===== config.mk =====
export PLATFORM = sky130hd
export DESIGN_NAME = ctrl_word_pipe
export DESIGN_NICKNAME = d
export VERILOG_FILES = /design/src/rtl/riscv_ctrl_pkg.sv /design/src/rtl/ctrl_decode.sv /design/src/rtl/ctrl_word_pipe.sv
export SDC_FILE = /design/constraint.sdc
export NUM_CORES = 1
export LEC_CHECK = 0
export ABC_AREA = 1
export BUFFER_PORTS_ARGS = -buffer_cell sky130_fd_sc_hd__buf_4
export CAP_MARGIN = 40
export CORE_ASPECT_RATIO = 0.9
export CORE_UTILIZATION = 40
export CTS_BUF_LIST = sky130_fd_sc_hd__clkbuf_4
export DETAILED_ROUTE_END_ITERATION = 10
export GPL_ROUTABILITY_DRIVEN = 1
export PLACE_DENSITY = 0.67
export SETUP_SLACK_MARGIN = 0.2
export SLEW_MARGIN = 10
export SYNTH_ARGS = -nofsm -noshare
export SYNTH_HDL_FRONTEND = slang
export SYNTH_SLANG_ARGS = --single-unit

===== constraint.sdc =====
create_clock -name clk -period 2.2 [get_ports clk]
set_clock_uncertainty 0.1 [all_clocks]
set_input_delay 0.44 -clock clk [delete_from_list [all_inputs] [get_ports clk]]
set_output_delay 0.44 -clock clk [all_outputs]
set_load 0.01 [all_outputs]

===== src/rtl/riscv_ctrl_pkg.sv =====
// Shared control-word field positions, select encodings and RV32I opcode constants
// for the decode stage and the control-word pipeline.
package riscv_ctrl_pkg;

    localparam int CW_W        = 16;
    localparam int REG_WEN_BIT = 0;
    localparam int IMM_SEL_LSB = 1;
    localparam int IMM_SEL_MSB = 3;
    localparam int BR_LUN_BIT  = 4;
    localparam int A_SEL_BIT   = 5;
    localparam int B_SEL_BIT   = 6;
    localparam int ALU_SEL_LSB = 7;
    localparam int ALU_SEL_MSB = 10;
    localparam int MEM_RW_BIT  = 11;
    localparam int WB_SEL_LSB  = 12;
    localparam int WB_SEL_MSB  = 13;
    localparam int PC_SEL_LSB  = 14;
    localparam int PC_SEL_MSB  = 15;

    typedef enum logic [2:0] {
        IMM_I = 3'd0,
        IMM_S = 3'd1,
        IMM_B = 3'd2,
        IMM_U = 3'd3,
        IMM_J = 3'd4
    } imm_sel_e;

    typedef enum logic [1:0] {
        WB_MEM = 2'd0,
        WB_ALU = 2'd1,
        WB_PC4 = 2'd2
    } wb_sel_e;

    typedef enum logic [1:0] {
        PC_SEQ    = 2'd0,
        PC_JUMP   = 2'd1,
        PC_BRANCH = 2'd2
    } pc_sel_e;

    localparam logic [3:0] ALU_ADD    = 4'b0000;
    localparam logic [3:0] ALU_PASS_B = 4'b1111;

    localparam logic [6:0] OP_R      = 7'b0110011;
    localparam logic [6:0] OP_I_ALU  = 7'b0010011;
    localparam logic [6:0] OP_LOAD   = 7'b0000011;
    localparam logic [6:0] OP_STORE  = 7'b0100011;
    localparam logic [6:0] OP_BRANCH = 7'b1100011;
    localparam logic [6:0] OP_JAL    = 7'b1101111;
    localparam logic [6:0] OP_JALR   = 7'b1100111;
    localparam logic [6:0] OP_LUI    = 7'b0110111;
    localparam logic [6:0] OP_AUIPC  = 7'b0010111;

    // Field order matches the bit positions above, MSB first.
    typedef struct packed {
        pc_sel_e    pc_sel;
        wb_sel_e    wb_sel;
        logic       mem_rw;
        logic [3:0] alu_sel;
        logic       b_sel;
        logic       a_sel;
        logic       br_lun;
        imm_sel_e   imm_sel;
        logic       reg_wen;
    } ctrl_word_t;

    typedef struct packed {
        logic            valid;
        logic [4:0]      rd;
        logic [CW_W-1:0] hex;
    } stage_t;

    localparam stage_t BUBBLE = '{valid: 1'b0, rd: 5'd0, hex: '0};

endpackage


===== src/rtl/ctrl_decode.sv =====
// Combinational RV32I decode: instruction word to 16-bit control word,
// plus the source-register usage needed by the load-use check.
module ctrl_decode
    import riscv_ctrl_pkg::*;
(
    input  logic [31:0]     instr,
    input  logic            instr_valid,
    output logic [CW_W-1:0] id_hex,
    output logic [5:0]      id_instr_code,
    output logic            illegal,
    output logic            rs1_used,
    output logic            rs2_used,
    output logic [4:0]      rs1,
    output logic [4:0]      rs2,
    output logic [4:0]      rd
);

    logic [6:0] opcode;
    logic [2:0] funct3;
    logic       funct7_5;
    logic       known;
    ctrl_word_t cw;
    logic       unused_bits;

    assign opcode      = instr[6:0];
    assign funct3      = instr[14:12];
    assign funct7_5    = instr[30];
    assign rd          = instr[11:7];
    assign rs1         = instr[19:15];
    assign rs2         = instr[24:20];
    assign unused_bits = ^{instr[31], instr[29:25]};

    always_comb begin
        cw       = '0;
        known    = 1'b1;
        rs1_used = 1'b0;
        rs2_used = 1'b0;
        case (opcode)
            OP_R: begin
                cw.reg_wen = 1'b1;
                cw.alu_sel = {funct7_5, funct3};
                cw.wb_sel  = WB_ALU;
                rs1_used   = 1'b1;
                rs2_used   = 1'b1;
            end
            OP_I_ALU: begin
                // Only the shift-right pair distinguishes on funct7; other immediates carry data there.
                cw.reg_wen = 1'b1;
                cw.imm_sel = IMM_I;
                cw.b_sel   = 1'b1;
                cw.alu_sel = {funct7_5 & (funct3 == 3'b101), funct3};
                cw.wb_sel  = WB_ALU;
                rs1_used   = 1'b1;
            end
            OP_LOAD: begin
                cw.reg_wen = 1'b1;
                cw.imm_sel = IMM_I;
                cw.br_lun  = funct3[2];
                cw.b_sel   = 1'b1;
                cw.alu_sel = ALU_ADD;
                cw.wb_sel  = WB_MEM;
                rs1_used   = 1'b1;
            end
            OP_STORE: begin
                cw.imm_sel = IMM_S;
                cw.b_sel   = 1'b1;
                cw.mem_rw  = 1'b1;
                rs1_used   = 1'b1;
                rs2_used   = 1'b1;
            end
            OP_BRANCH: begin
                cw.imm_sel = IMM_B;
                cw.br_lun  = funct3[1];
                cw.a_sel   = 1'b1;
                cw.b_sel   = 1'b1;
                cw.pc_sel  = PC_BRANCH;
                rs1_used   = 1'b1;
                rs2_used   = 1'b1;
            end
            OP_JAL: begin
                cw.reg_wen = 1'b1;
                cw.imm_sel = IMM_J;
                cw.a_sel   = 1'b1;
                cw.b_sel   = 1'b1;
                cw.wb_sel  = WB_PC4;
                cw.pc_sel  = PC_JUMP;
            end
            OP_JALR: begin
                cw.reg_wen = 1'b1;
                cw.imm_sel = IMM_I;
                cw.b_sel   = 1'b1;
                cw.wb_sel  = WB_PC4;
                cw.pc_sel  = PC_JUMP;
                rs1_used   = 1'b1;
            end
            OP_LUI: begin
                cw.reg_wen = 1'b1;
                cw.imm_sel = IMM_U;
                cw.b_sel   = 1'b1;
                cw.alu_sel = ALU_PASS_B;
                cw.wb_sel  = WB_ALU;
            end
            OP_AUIPC: begin
                cw.reg_wen = 1'b1;
                cw.imm_sel = IMM_U;
                cw.a_sel   = 1'b1;
                cw.b_sel   = 1'b1;
                cw.wb_sel  = WB_ALU;
            end
            default: known = 1'b0;
        endcase
        if (!instr_valid || !known) begin
            cw       = '0;
            rs1_used = 1'b0;
            rs2_used = 1'b0;
        end
    end

    assign illegal       = instr_valid & ~known;
    assign id_hex        = cw;
    assign id_instr_code = {illegal, opcode[6:2]};

endmodule


===== src/rtl/ctrl_word_pipe.sv =====
// EX/MEM/WB control-word pipeline with load-use bubble insertion,
// freeze (stall) and branch-kill (flush) handling.
module ctrl_word_pipe
    import riscv_ctrl_pkg::*;
#(
    parameter int HAZARD_EN = 1
)
(
    input  logic            clk,
    input  logic            rst_n,
    input  logic [31:0]     instr,
    input  logic            instr_valid,
    input  logic            stall_i,
    input  logic            flush_i,
    output logic [CW_W-1:0] id_hex,
    output logic [5:0]      id_instr_code,
    output logic [CW_W-1:0] ex_hex,
    output logic [CW_W-1:0] mem_hex,
    output logic [CW_W-1:0] wb_hex,
    output logic            ex_valid,
    output logic            mem_valid,
    output logic            wb_valid,
    output logic            hazard_o,
    output logic            illegal_o
);

    logic       rs1_used;
    logic       rs2_used;
    logic [4:0] rs1;
    logic [4:0] rs2;
    logic [4:0] id_rd;
    logic       load_use;
    logic       unused_rd;

    stage_t ex_q, mem_q, wb_q;
    stage_t ex_d, mem_d, wb_d;

    ctrl_decode u_decode (
        .instr         (instr),
        .instr_valid   (instr_valid),
        .id_hex        (id_hex),
        .id_instr_code (id_instr_code),
        .illegal       (illegal_o),
        .rs1_used      (rs1_used),
        .rs2_used      (rs2_used),
        .rs1           (rs1),
        .rs2           (rs2),
        .rd            (id_rd)
    );

    always_comb begin
        load_use = ex_q.valid
                && ex_q.hex[REG_WEN_BIT]
                && (wb_sel_e'(ex_q.hex[WB_SEL_MSB:WB_SEL_LSB]) == WB_MEM)
                && (ex_q.rd != 5'd0)
                && ((rs1_used && (rs1 == ex_q.rd)) || (rs2_used && (rs2 == ex_q.rd)));
    end

    // A flush already bubbles EX, so the load-use bubble is suppressed rather than stacked.
    assign hazard_o = (HAZARD_EN != 0) && load_use && !flush_i;

    always_comb begin
        ex_d  = ex_q;
        mem_d = mem_q;
        wb_d  = wb_q;
        if (!stall_i) begin
            wb_d  = mem_q;
            mem_d = ex_q;
            if (flush_i || hazard_o) begin
                ex_d = BUBBLE;
            end else begin
                ex_d.valid = instr_valid & ~illegal_o;
                ex_d.hex   = id_hex;
                ex_d.rd    = (instr_valid & ~illegal_o) ? id_rd : 5'd0;
            end
        end
    end

    always_ff @(posedge clk or negedge rst_n) begin
        if (!rst_n) begin
            ex_q  <= BUBBLE;
            mem_q <= BUBBLE;
            wb_q  <= BUBBLE;
        end else begin
            ex_q  <= ex_d;
            mem_q <= mem_d;
            wb_q  <= wb_d;
        end
    end

    assign unused_rd = ^wb_q.rd;

    assign ex_hex    = ex_q.hex;
    assign mem_hex   = mem_q.hex;
    assign wb_hex    = wb_q.hex;
    assign ex_valid  = ex_q.valid;
    assign mem_valid = mem_q.valid;
    assign wb_valid  = wb_q.valid;

endmodule


==> results of run 1 <==
-- kinds of logic (layout without fill, tap and decap cells) --
kind of cell / count (synthesis) / after routing / share of synthesized area (%)
xor gates and xnor gates: 5 / 5 / 1.47
AOI/OAI and AO/OA: 46 / 46 / 7.87
and+or+nand+nor: 179 / 179 / 29.3
buffers and inverters: 84 / 188 / 14.3
DFF: 56 / 56 / 47.1
-- cell usage after synthesis --
cell type	number	share of area, %
nor2_2	8	1.7
inv_1	44	5.6
clkbuf_1	10	1.3
nand2_2	1	0.21
o211ai_1	1	0.25
o22ai_1	1	0.21
nand2_4	2	0.76
nand4_1	21	4.4
nand4_2	1	0.42
buf_2	3	0.50
o21ai_1	3	0.50
inv_2	2	0.25
nand2_1	96	12
xor2_1	1	0.29
o21ai_0	36	6.1
buf_4	22	5.6
nand3_4	1	0.59
nor2_1	24	3.0
nand3b_1	1	0.25
nor2_4	8	3.0
dfrtp_1	56	47
buf_6	3	1.1
xnor2_1	4	1.2
or2_0	1	0.21
nand3_1	11	1.9
nor3_1	4	0.67
a21oi_1	5	0.84
-- final timing paths --
| kind | end | slack (ns) |
|---|---|---|
| max in group asynchronous | ex_q[20] | 1.51 |
| worst min register to register | wb_hex[15] | 0.40 |
| worst min-delay path | wb_hex[3] | -0.01 |
| min in group clk | ex_q[16] | 0.21 |
| worst max register to register | ex_valid | 0.48 |
| worst max-delay path | hazard_o | -0.03 |
-- power groups by stage --
| stage | clock network (W) | logic, W | registers [W] |
|---|---|---|---|
| 2_1_floorplan | 0 | 0.0000879 | 0.00106 |
| 3_3_place_gp | 0 | 0.000185 | 0.00105 |
| 3_5_place_dp | 0 | 0.000188 | 0.00105 |
| 4_1_cts | 0.000678 | 0.000222 | 0.00104 |
| 5_1_grt | 0.000712 | 0.000259 | 0.00104 |
| 6_report | 0.000652 | 0.000239 | 0.00104 |
-- metrics by stage --
stage	power [W]	area [um^2]	setup TNS (ns)	utilization [%]	hold WS, ns
after floorplan	0.00114	2980	0	-	0.0444
after global placement	0.00124	3750	0	52.7	0.367
after detailed placement	0.00124	3750	-0.00295	52.7	0.372
after CTS	0.00194	4130	0	58.0	0.0142
after global routing	0.00201	4250	-0.230	59.7	0.0226
final	0.00193	4250	-0.0264	59.7	-0.0122
-- registers in the layout, summed over array words and instances, names as in the netlist --
signal,count
ex_hex,16
mem_hex,16
wb_hex,16
ex_q,5
ex_valid,1
mem_valid,1
wb_valid,1
-- critical path: cells and delay by family (launching register included) --
kind | cells | cell delay [ns]
simple gates | 8 | 0.68
flops | 1 | 0.46
buf+inv | 1 | 0.12
compound gates | 1 | 0.06
-- area by class of cell --
class	count	share of cell area, %
clock inverter	2	1.41
clock buffer	5	0.883
sequential	56	33.0
tap	93	2.74
timing repair buffer	135	26.1
multi-input combinational	230	31.6
inverter	46	4.30
-- per-layer routing --
| layer | GRT usage (%) | up-vias | routed length, um |
|---|---|---|---|
| met3 | 3.19 | 9 | 378 |
| met2 | 31.4 | 88 | 3650 |
| met4 | 5.45 | 0 | 109 |
| met5 | 0 | - | 0 |
| met1 | 28.7 | 1271 | 3600 |
| li1 | - | 1354 | - |
-- what timing repair did --
action                                  in CTS  in global routing
pin swaps                                   16                  5
endpoints found under the setup margin      16                 16
buffers inserted                             7                  7
endpoints found under the hold margin        0                  0
gates cloned                                 0                  0
resized for setup                           63                 17
==> results.sh, run 1 <==
export IMPL_num_rows=29
export IMPL_track_usage_pct=20.0
export IMPL_maxSlewViolCount=0
export IMPL_start_kind="flip-flop"
export IMPL_max_vdd_ir_drop_mv=0.213
export IMPL_cts_made_buffers=5
export IMPL_synth_cell_types=27
export IMPL_layout_drive_gt1_share_pct=41.1
export IMPL_crit_arrival_ns=1.69
export IMPL_min_period_ns=2.23
export IMPL_worstSetupPathType="flip-flop to output pin"
export IMPL_cts_tree="yes"
export IMPL_p_leak_nw=2.15
export IMPL_coreArea_um2=7110
export IMPL_rsz0062_at_grt="yes"
export IMPL_place_inst=546
export IMPL_comb_power_share_pct=12.4
export IMPL_register_area_um2=1400
export IMPL_final_common_cell="buf_4"
export IMPL_whs_ns=-0.0122
export IMPL_cp_end_kind="output pin"
export IMPL_ys_seq_area_share_pct=47.1
export IMPL_drt_first_pass_iters=4
export IMPL_power_frac_clock_pct=33.9
export IMPL_switching_share_pct=23.2
export IMPL_avgSynthCellArea_um2=8.03
export IMPL_final_hold_viol_count=5
export IMPL_overflow=0
export IMPL_path_common_cell="nand2_1"
export IMPL_max_slew_worst_pin_slew_ns=0.696
export IMPL_ioPinCount=112
export IMPL_vias_per_cell=4.80
export IMPL_slowest_delay_ns=0.46
export IMPL_setup_viol=1
export IMPL_crit_chain="nand2_1 > o21ai_2 > nor2_1 > nand2_1 > nor2_1 > nand2_1 > nand2_1 > nand2_2 > nor2_2 > buf_4"
export IMPL_timing_final_ws_setup_ns=-0.0264
export IMPL_min_path_type="input port to async pin"
export IMPL_maxSlewHeadroom_pct=53.6
export IMPL_die_w_um=92.9
export IMPL_reg2reg_from="ex_q[20]"
export IMPL_multi_input_area_um2=1340
export IMPL_fillers=658
export IMPL_timing_fmax_mhz=449
export IMPL_wl_um=7730
export IMPL_stdcell_count=567
export IMPL_status="finished with violations"
export IMPL_ctsLongestPathBuffers=2
export IMPL_die_area_um2=7780
export IMPL_fin_crit_sh_pct=101
export IMPL_cts_sinks=56
export IMPL_area_delta_synth_final_pct=42.9
export IMPL_ctsHtreeMaxLevel=2
export IMPL_syn_inst=370
export IMPL_cp_required_ns=1.66
export IMPL_worstPathMaxFanout=4
export IMPL_routedWlPerCell_um=13.6
export IMPL_startpoint="ex_q[20]"
export IMPL_intPower_w=0.00148
export IMPL_dpl_worst_slack_ns=-0.00295
export IMPL_cts_root_buf="clkbuf_4"
export IMPL_ys_ff_latch=56
export IMPL_detail_route_iter0_violations=113
export IMPL_ys_warn_count=0
export IMPL_fin_nets=511
export IMPL_final_antenna_net_count=0
export IMPL_antenna_cells=0
export IMPL_start_util_pct=41.8
export IMPL_power_switching_w=0.000446
export IMPL_reg2reg_depth=11
export IMPL_ctsHoldBuffers=0
export IMPL_num_vias=2722
export IMPL_die_h_um=83.8
export IMPL_layout_common_cells="113 x buf_4, 95 x nand2_1, 55 x dfrtp_1, 36 x inv_1, 34 x o21ai_0"
export IMPL_maxCapViolations=0
export IMPL_dp_hpwl_um=5320
export IMPL_antenna_found_initial=0
export IMPL_seqPwrFrac_pct=53.8
export IMPL_routabilityCongestion=0.891
export IMPL_io_buffers=105
export IMPL_synth_fp_nets=407
export IMPL_drc=0
export IMPL_clk_latency_ns=0.36
export IMPL_grt_pass1_vias=2564
export IMPL_violations="negative hold slack, negative setup slack"
export IMPL_clkTransAtPathRegs_ns=0.15
export IMPL_grt_max_degree=57
export IMPL_synth_area_um2=2970
export IMPL_grt_pass1_wl_um=12500
export IMPL_power_density_nw_per_um2=453
export IMPL_slowest_stage="dfrtp_2"
No activity file was read; power rests on OpenSTA's default activity.
==> inputs of run 2 (changes only) <==
--- a/config.mk
+++ b/config.mk
@@ -11,11 +11,13 @@
 export CORE_ASPECT_RATIO = 0.9
 export CORE_UTILIZATION = 40
 export CTS_BUF_LIST = sky130_fd_sc_hd__clkbuf_4
+export CTS_CLUSTER_SIZE = 14
 export DETAILED_ROUTE_END_ITERATION = 10
 export GPL_ROUTABILITY_DRIVEN = 1
+export HOLD_SLACK_MARGIN = 0.1
 export PLACE_DENSITY = 0.67
 export SETUP_SLACK_MARGIN = 0.2
-export SLEW_MARGIN = 10
+export SLEW_MARGIN = 40
 export SYNTH_ARGS = -nofsm -noshare
 export SYNTH_HDL_FRONTEND = slang
 export SYNTH_SLANG_ARGS = --single-unit
==> run 2 against run 1 <==
Compared with the run above: flip-flop and latch count unchanged; worst hold slack better by 0.22 ns; largest cell class unchanged; the flow finishes with violations (negative setup slack); via count about the same; clock-buffer cell count unchanged; largest power group unchanged; critical path depth unchanged; first-iteration DRC count down 6.2%; wire length up 0.10%; highest routed layer unchanged; combinational power about the same.
==> results.sh, run 2 (synthesis results as in run 1) <==
export IMPL_cp_end_kind="output pin"
export IMPL_place_inst=546
export IMPL_min_period_ns=2.23
export IMPL_finalPower_w=0.00193
export IMPL_num_rows=29
export IMPL_wl_um=7740
export IMPL_timing_fmax_mhz=449
export IMPL_post_dp_cell_area_um2=3750
export IMPL_grt_pass1_vias=2564
export IMPL_worstPathMaxFanout=4
export IMPL_num_vias=2723
export IMPL_slowest_delay_ns=0.46
export IMPL_routedWlPerCell_um=13.6
export IMPL_grt_max_degree=57
export IMPL_cts_tree="yes"
export IMPL_dp_hpwl_um=5320
export IMPL_start_util_pct=41.8
export IMPL_cp_required_ns=1.66
export IMPL_max_slew_worst_pin_slew_ns=0.698
export IMPL_track_usage_pct=20.0
export IMPL_layout_drive_gt1_share_pct=41.1
export IMPL_maxSlewViolCount=0
export IMPL_max_vdd_ir_drop_mv=0.213
export IMPL_routabilityCongestion=0.891
export IMPL_drc=0
export IMPL_crit_arrival_ns=1.69
export IMPL_antenna_found_initial=0
export IMPL_cts_made_buffers=5
export IMPL_layout_common_cells="113 x buf_4, 95 x nand2_1, 55 x dfrtp_1, 36 x inv_1, 34 x o21ai_0"
export IMPL_overflow=0
export IMPL_fin_nets=512
export IMPL_ctsLongestPathBuffers=2
export IMPL_stdcell_area_um2=4260
export IMPL_maxCapViolations=0
export IMPL_reg2reg_depth=11
export IMPL_setup_tns_ns=-0.0264
export IMPL_power_density_nw_per_um2=453
export IMPL_min_from="instr[7]"
export IMPL_start_kind="flip-flop"
export IMPL_crit_chain="nand2_1 > o21ai_2 > nor2_1 > nand2_1 > nor2_1 > nand2_1 > nand2_1 > nand2_2 > nor2_2 > buf_4"
export IMPL_hold_depth=3
export IMPL_stdcell_count=568
export IMPL_slowest_stage="dfrtp_2"
export IMPL_violations="negative setup slack"
export IMPL_io_buffers=105
export IMPL_reg2reg_from="ex_q[20]"
export IMPL_rsz0062_at_grt="yes"
export IMPL_area_delta_synth_final_pct=43.3
export IMPL_die_h_um=83.8
export IMPL_final_common_cell="buf_4"
export IMPL_clk_latency_ns=0.37
export IMPL_drt_first_pass_iters=4
export IMPL_p_leak_nw=2.15
export IMPL_die_w_um=92.9
export IMPL_final_hold_viol_count=0
export IMPL_grt_pass1_wl_um=12500
export IMPL_status="finished with violations"
export IMPL_cts_root_buf="clkbuf_4"
export IMPL_startpoint="ex_q[20]"
export IMPL_ioPinCount=112
export IMPL_coreArea_um2=7110
export IMPL_fin_crit_sh_pct=101
export IMPL_cts_sinks=56
export IMPL_clkTransAtPathRegs_ns=0.15
export IMPL_vias_per_cell=4.79
export IMPL_setup_viol=1
export IMPL_min_path_type="input port to flip-flop"
export IMPL_timing_final_ws_setup_ns=-0.0264
export IMPL_fin_util_pct=59.9
export IMPL_final_antenna_net_count=0
export IMPL_antenna_cells=0
export IMPL_worstSetupPathType="flip-flop to output pin"
export IMPL_detail_route_iter0_violations=106
export IMPL_die_area_um2=7780
export IMPL_maxSlewHeadroom_pct=53.5
export IMPL_path_common_cell="nand2_1"
export IMPL_ctsHtreeMaxLevel=2
[run 2: cell types whose count changed in the layout (fill, tap and decap cells not counted), sizes merged]
cell	change
dlygate4sd3	+1
[run 2: power breakdown]
part	internal (W)	switching [W]	total [W]
clock	0.000348	0.000304	0.000652
sequential	0.00103	0.00000272	0.00104
combinational	0.000100	0.000140	0.000240
total	0.00148	0.000447	0.00193
[run 2: layout make-up]
cell class,instances,area [um^2]
Multi-Input combinational cell,230,1340
Fill cell,657,2850
Inverter,46,183
Clock inverter,2,60.1
Sequential cell,56,1400
Timing Repair Buffer,136,1120
Clock buffer,5,37.5
Tap cell,93,116
[run 2: worst paths after layout]
check | end | slack, ns
setup / recovery | hazard_o | -0.03
hold / removal | ex_q[16] | 0.21
min in group asynchronous | wb_hex[3] | 0.53
setup reg to reg | ex_valid | 0.48
hold reg to reg | wb_hex[15] | 0.40
max in group asynchronous | ex_q[20] | 0.96
[run 2: worst max-delay path, delay by kind of cell, from the launching register on]
kind            cells  cell delay [ns]
compound gates      1             0.06
simple gates        8             0.68
buf+inv             1             0.12
flops               1             0.46
[run 2: routing by layer]
metal / share of wire (%) / GRT usage [%] / up-vias
li1: - / - / 1356
met1: 47 / 28.7 / 1270
met2: 47 / 31.4 / 88
met3: 4.9 / 3.19 / 9
met4: 1.4 / 5.45 / 0
met5: 0 / 0 / -
[run 2: per-stage QoR]
step,setup slack (ns),hold slack (ns)
CTS,0.0124,0.184
global route,-0.183,0.185
global placement,0.0201,0.367
detailed placement,-0.00295,0.372
finish,-0.0264,0.207
floorplan,0.191,0.0444
[run 2: repair_timing]
item                                    in CTS  in global routing
setup buffers                                7                  7
cloned                                       0                  0
endpoints found under the setup margin      16                 16
hold endpoints to repair                    56                  0
pin swaps                                   16                  5
gates resized for setup                     63                 17
hold buffers                                 1                  0
